--- src/rtl/sc_useq.sv ---
// Microsequencer: owns the microprogram counter, picks the next microaddress from
// the MIR COND/JMP_ADDR fields, flags and IR decode, and stalls on memory microinstructions.
module sc_useq #(
  parameter int              ADDR_WIDTH  = 11,
  parameter logic [ADDR_WIDTH-1:0] RESET_ADDR = '0,
  parameter logic [7:0]      MEM_TIMEOUT = 8'd255
) (
  input  logic                  SC_uSeq_CLOCK_50,
  input  logic                  SC_uSeq_Reset_InLow,
  input  logic [2:0]            SC_uSeq_COND_In,
  input  logic [ADDR_WIDTH-1:0] SC_uSeq_JMPADDR_In,
  input  logic                  SC_uSeq_RD_In,
  input  logic                  SC_uSeq_WR_In,
  input  logic                  SC_uSeq_N_In,
  input  logic                  SC_uSeq_Z_In,
  input  logic                  SC_uSeq_V_In,
  input  logic                  SC_uSeq_C_In,
  input  logic [1:0]            SC_uSeq_IROP_In,
  input  logic [5:0]            SC_uSeq_IROP3_In,
  input  logic                  SC_uSeq_IR13_In,
  input  logic                  SC_uSeq_MemReady_InHigh,
  output logic [ADDR_WIDTH-1:0] SC_uSeq_CSAddr_Out,
  output logic                  SC_uSeq_MIRWrite_OutHigh,
  output logic                  SC_uSeq_Stall_OutHigh,
  output logic                  SC_uSeq_Err_OutHigh,
  output logic [1:0]            SC_uSeq_State_Out
);

  typedef enum logic [1:0] {
    RST_S = 2'd0,
    RUN   = 2'd1,
    WAIT  = 2'd2
  } state_e;

  state_e                state_q, state_d;
  logic [ADDR_WIDTH-1:0] upc_q, upc_d;
  logic [7:0]            cnt_q, cnt_d;
  logic                  err_q, err_d;

  logic [ADDR_WIDTH-1:0] inc_addr;
  logic [ADDR_WIDTH-1:0] jmp_addr;
  logic [ADDR_WIDTH-1:0] dec_addr;
  logic [ADDR_WIDTH-1:0] next_addr;
  logic                  mem_op;
  logic                  bad_op;
  logic                  adv;
  logic                  mir_write;
  logic                  stall;

  assign inc_addr = upc_q + 1'b1;
  assign jmp_addr = SC_uSeq_JMPADDR_In;
  assign dec_addr = {1'b1, SC_uSeq_IROP_In, SC_uSeq_IROP3_In, 2'b00};
  assign mem_op   = SC_uSeq_RD_In | SC_uSeq_WR_In;
  assign bad_op   = SC_uSeq_RD_In & SC_uSeq_WR_In;

  // Flags and IR fields are used live; the branch resolves in the cycle it is executed.
  always_comb begin
    next_addr = inc_addr;
    case (SC_uSeq_COND_In)
      3'b000:  next_addr = inc_addr;
      3'b001:  next_addr = SC_uSeq_N_In    ? jmp_addr : inc_addr;
      3'b010:  next_addr = SC_uSeq_Z_In    ? jmp_addr : inc_addr;
      3'b011:  next_addr = SC_uSeq_V_In    ? jmp_addr : inc_addr;
      3'b100:  next_addr = SC_uSeq_C_In    ? jmp_addr : inc_addr;
      3'b101:  next_addr = SC_uSeq_IR13_In ? jmp_addr : inc_addr;
      3'b110:  next_addr = jmp_addr;
      default: next_addr = dec_addr;
    endcase
  end

  always_comb begin
    state_d   = state_q;
    upc_d     = upc_q;
    cnt_d     = cnt_q;
    err_d     = err_q;
    adv       = 1'b0;
    mir_write = 1'b0;
    case (state_q)
      RST_S: begin
        mir_write = 1'b1;
        state_d   = RUN;
      end
      RUN: begin
        if (bad_op) err_d = 1'b1;
        if (!mem_op || SC_uSeq_MemReady_InHigh) begin
          adv = 1'b1;
        end else begin
          state_d = WAIT;
          cnt_d   = 8'd1;
        end
      end
      WAIT: begin
        if (bad_op) err_d = 1'b1;
        if (SC_uSeq_MemReady_InHigh) begin
          adv = 1'b1;
        end else if (cnt_q == MEM_TIMEOUT) begin
          adv   = 1'b1;
          err_d = 1'b1;
        end else begin
          cnt_d = cnt_q + 8'd1;
        end
      end
      default: state_d = RST_S;
    endcase
    if (adv) begin
      upc_d     = next_addr;
      mir_write = 1'b1;
      state_d   = RUN;
    end
    // The advancing cycle itself is not a stall: the MIR reloads on it.
    stall = (state_q == RUN || state_q == WAIT) && !adv;
    if (!SC_uSeq_Reset_InLow) begin
      state_d   = RST_S;
      upc_d     = RESET_ADDR;
      cnt_d     = 8'd0;
      err_d     = 1'b0;
      mir_write = 1'b0;
      stall     = 1'b0;
    end
  end

  always_ff @(posedge SC_uSeq_CLOCK_50) begin
    state_q <= state_d;
    upc_q   <= upc_d;
    cnt_q   <= cnt_d;
    err_q   <= err_d;
  end

  assign SC_uSeq_CSAddr_Out       = SC_uSeq_Reset_InLow ? upc_q : RESET_ADDR;
  assign SC_uSeq_MIRWrite_OutHigh = mir_write;
  assign SC_uSeq_Stall_OutHigh    = stall;
  assign SC_uSeq_Err_OutHigh      = SC_uSeq_Reset_InLow &
                                    (err_q | (bad_op & (state_q != RST_S)));
  assign SC_uSeq_State_Out        = state_q;

endmodule

--- config.mk ---
export PLATFORM = sky130hd
export DESIGN_NAME = sc_useq
export DESIGN_NICKNAME = d
export VERILOG_FILES = /design/src/rtl/sc_useq.sv
export SDC_FILE = /design/constraint.sdc
export NUM_CORES = 1
export LEC_CHECK = 0
export CAP_MARGIN = 10
export CORE_MARGIN = 4
export CORE_UTILIZATION = 30
export CTS_BUF_LIST = sky130_fd_sc_hd__clkbuf_2 sky130_fd_sc_hd__clkbuf_4 sky130_fd_sc_hd__clkbuf_8
export DETAILED_ROUTE_END_ITERATION = 10
export REMOVE_ABC_BUFFERS = 1
export SYNTH_ARGS = -nofsm -noshare
export SYNTH_HDL_FRONTEND = slang
export SYNTH_SLANG_ARGS = --single-unit
--- constraint.sdc ---
create_clock -name SC_uSeq_CLOCK_50 -period 3.3 [get_ports SC_uSeq_CLOCK_50]
set_clock_uncertainty 0.15 [all_clocks]
set_input_delay 0.66 -clock SC_uSeq_CLOCK_50 [delete_from_list [all_inputs] [get_ports SC_uSeq_CLOCK_50]]
set_output_delay 0.66 -clock SC_uSeq_CLOCK_50 [all_outputs]
set_load 0.005 [all_outputs]
==> impl_metrics.csv <==
group,metric,value,unit
run_status,outcome,"complete, no violations",
floorplanning,ios,48,
job,cap_violations,0,
placed_design,dp_hpwl,3.38,mm
global_routing,track_usage,0.143,
sta,tns,0,ps
detailed_routing,routed_via_density,5.09,
clocking,postCtsSetupRepairBufs,0,
clocking,clk_pin_slew,80,ps
setup_path,ff2ff_setup_slack,1260,ps
clocking,insertion_delay,260,ps
sta,setup_violations,0,
detailed_routing,antenna_left,0,
sta,period_needed,3110,ps
global_routing,grt_pass1_vias,1668,
power_and_ir_drop,p_sw,0.349,mW
synthesis,syn_area_per_cell,8.15,um^2
synthesis,syn_inst,197,
clocking,h-tree-depth,1,
sta,finalHoldViolCount,0,
detailed_routing,wl_per_cell,14.0,um
finish,ff_latch_area,440,um^2
clocking,cts_root_buf,"clkbuf_8",
detailed_routing,drc,0,
finish,finalNetCount,285,
power_and_ir_drop,sw_frac_of_total,0.373,
floorplanning,die_height,81.2,um
synthesis,synth_flop_cell,"dfxtp_1",
power_and_ir_drop,p_leak,0.804,nW
global_routing,grt_max_degree,15,
setup_path,worstSetupPathType,"in -> out",
synthesis,ys_warn_count,0,
sta,rsz0062_at_grt,"no",
setup_path,critPathArrivalTime,2300,ps
setup_path,critPathCaptureType,"output pin",
power_and_ir_drop,totalPowerFinal,0.935,mW
clocking,cts.sinks,22,
synthesis,yosysSeqAreaShare,0.274,
sta,tightest_slew,635,ps
clocking,cts_tree,"yes",
finish,multi_input_area,1100,um^2
sta,clock.fmax,321,MHz
detailed_routing,dr.pass1.iters,4,
sta,min_period_over_period,0.944,
synthesis,async_flop_share,0,
hold_path,whs_endpoint,"err_q",
floorplanning,die_area,6590,um^2
setup_path,ff2ff_path_depth,8,
setup_path,cp_data_required_time,2490,ps
power_and_ir_drop,pwr-share-seq,0.357,
clocking,cts_buffer_depth,2,
global_routing,antenna_found_initial,0,
sta,maxSlewHeadroom,0.576,
finish,layoutNonFillerInstCount,315,
power_and_ir_drop,ir_drop,0.386,mV
clocking,numCtsBuffers,3,
setup_path,reg2reg_to,"upc_q[9]",
power_and_ir_drop,internal_power,0.586,mW
hold_path,min_path_cells,2,
synthesis,synth_top_area_frac,0.274,
detailed_routing,routed_wirelength,4.40,mm
synthesis,synthTopCellsByCount,"dfxtp_1, nor2_1, and2_1, a21oi_1, o21ai_0",
synthesis,synth_top_cell_by_area,"dfxtp_1",
floorplanning,start_util,0.312,
finish,syn2layout_area_growth,37.6,%
finish,drive_above_1_share,0.0531,
floorplanning,core_area,5140,um^2
synthesis,synth.most_common_cell,"dfxtp_1",
power_and_ir_drop,clockPowerShare,0.181,
clocking,cts_hold_buffers,0,
synthesis,ys_types,39,
power_and_ir_drop,p_per_area,423,nW/um^2
synthesis,syn-cell-area,1610,um^2
placed_design,dp.cells,312,
global_routing,grt-ovfl-total,0,
floorplanning,die_w,81.2,um
synthesis,synth-seq-cells,22,
power_and_ir_drop,power_frac_comb,0.462,
detailed_routing,num_vias,1603,
synthesis,synth_edf_count,0,
global_routing,grt_pass1_wl,7.51,mm
setup_path,path_max_fanout,4,
finish,fillers,544,
placed_design,port-buffer-count,47,
clocking,cts_resized,0,
detailed_routing,drt_iter0_drc,109,
hold_path,hold_path.class,"reg -> reg",
placed_design,gp_congestion,0.803,
setup_path,start_kind,"input pin",
floorplanning,core.rowCount,26,
finish,final_cell_area,2210,um^2
sta,slew_violations,0,
finish,antenna_cells,0,
synthesis,synth_area_leaders,"dfxtp_1, and2_1, o2bb2ai_1",
setup_path,r2r_start,"SC_uSeq_State_Out[1]",
hold_path,min-delay-start,"err_q",
placed_design,postPlaceCellArea,2170,um^2
placed cells by master (no fill, tap or decap), drive strengths merged, types with 6 or more instances in the layout:
cell type / n
a21oi: 13
a221oi: 6
and2: 14
and3: 7
buf: 6
clkdlybuf4s50: 47
dfxtp: 22
ha: 6
inv: 7
nand2: 10
nand3: 8
nor2: 19
o211ai: 9
o21ai: 11
o2bb2ai: 10
xnor2: 7
xor2: 7
flip-flops by register name (all words and copies together) (netlist names):
| signal | cells |
|---|---|
| SC_uSeq_State_Out | 2 |
| err_q | 1 |
| upc_q | 11 |
| cnt_q | 8 |
cell type report:
type / instances / area share
clock buffer: 3 / 0.0187
inverter: 7 / 0.0119
multi-input combinational: 160 / 0.497
sequential: 22 / 0.199
tap: 70 / 0.0397
timing repair buffer: 53 / 0.233
routing by layer:
metal  up-vias  GRT usage  wire length [um]
li1        842          -                 -
met1       711      0.178              2070
met2        48      0.250              1970
met3         2     0.0355               338
met4         0     0.0304                22
met5         -          0                 0
cells by family (layout without fill, tap and decap cells):
family	count (synthesis)	in the layout	share of synthesized area
compound gates	63	63	0.294
xor+xnor	14	14	0.0764
fa+ha+maj	6	6	0.0468
buf+inv	15	63	0.0421
flops	22	22	0.274
mux	3	3	0.0195
simple gates	74	74	0.247
worst max-delay path by stage:
stage | startpoint | endpoint | cells after the start
floorplan | SC_uSeq_WR_In | SC_uSeq_MIRWrite_OutHigh | 5
global placement | SC_uSeq_MemReady_InHigh | SC_uSeq_MIRWrite_OutHigh | 7
detailed placement | SC_uSeq_MemReady_InHigh | SC_uSeq_MIRWrite_OutHigh | 7
CTS | SC_uSeq_MemReady_InHigh | SC_uSeq_MIRWrite_OutHigh | 7
global route | SC_uSeq_MemReady_InHigh | SC_uSeq_MIRWrite_OutHigh | 7
finish | SC_uSeq_MemReady_InHigh | SC_uSeq_MIRWrite_OutHigh | 7
critical path, stage by stage:
cell and delay (ps):
clkdlybuf4s50_1 500, o21bai_1 140, and2_1 190, o21a_1 160, nor2_1 50, nor2_1 100, clkdlybuf4s50_1 510
power by group through the flow:
stage / Sequential [mW] / Clock, mW / Combinational (mW)
floorplan: 0.334 / 0 / 0.247
global placement: 0.340 / 0 / 0.430
detailed placement: 0.339 / 0 / 0.432
CTS: 0.334 / 0.181 / 0.436
global route: 0.342 / 0.189 / 0.486
finish: 0.334 / 0.169 / 0.432
metrics by stage:
step	util	hold WS, ps	setup slack [ps]
5_1_grt	0.430	373	53.6
6_report	0.430	324	186
3_3_place_gp	0.422	313	178
4_1_cts	0.430	334	154
2_1_floorplan	-	287	897
3_5_place_dp	0.422	312	162
Note: power is estimated with default switching activity, not from simulation.
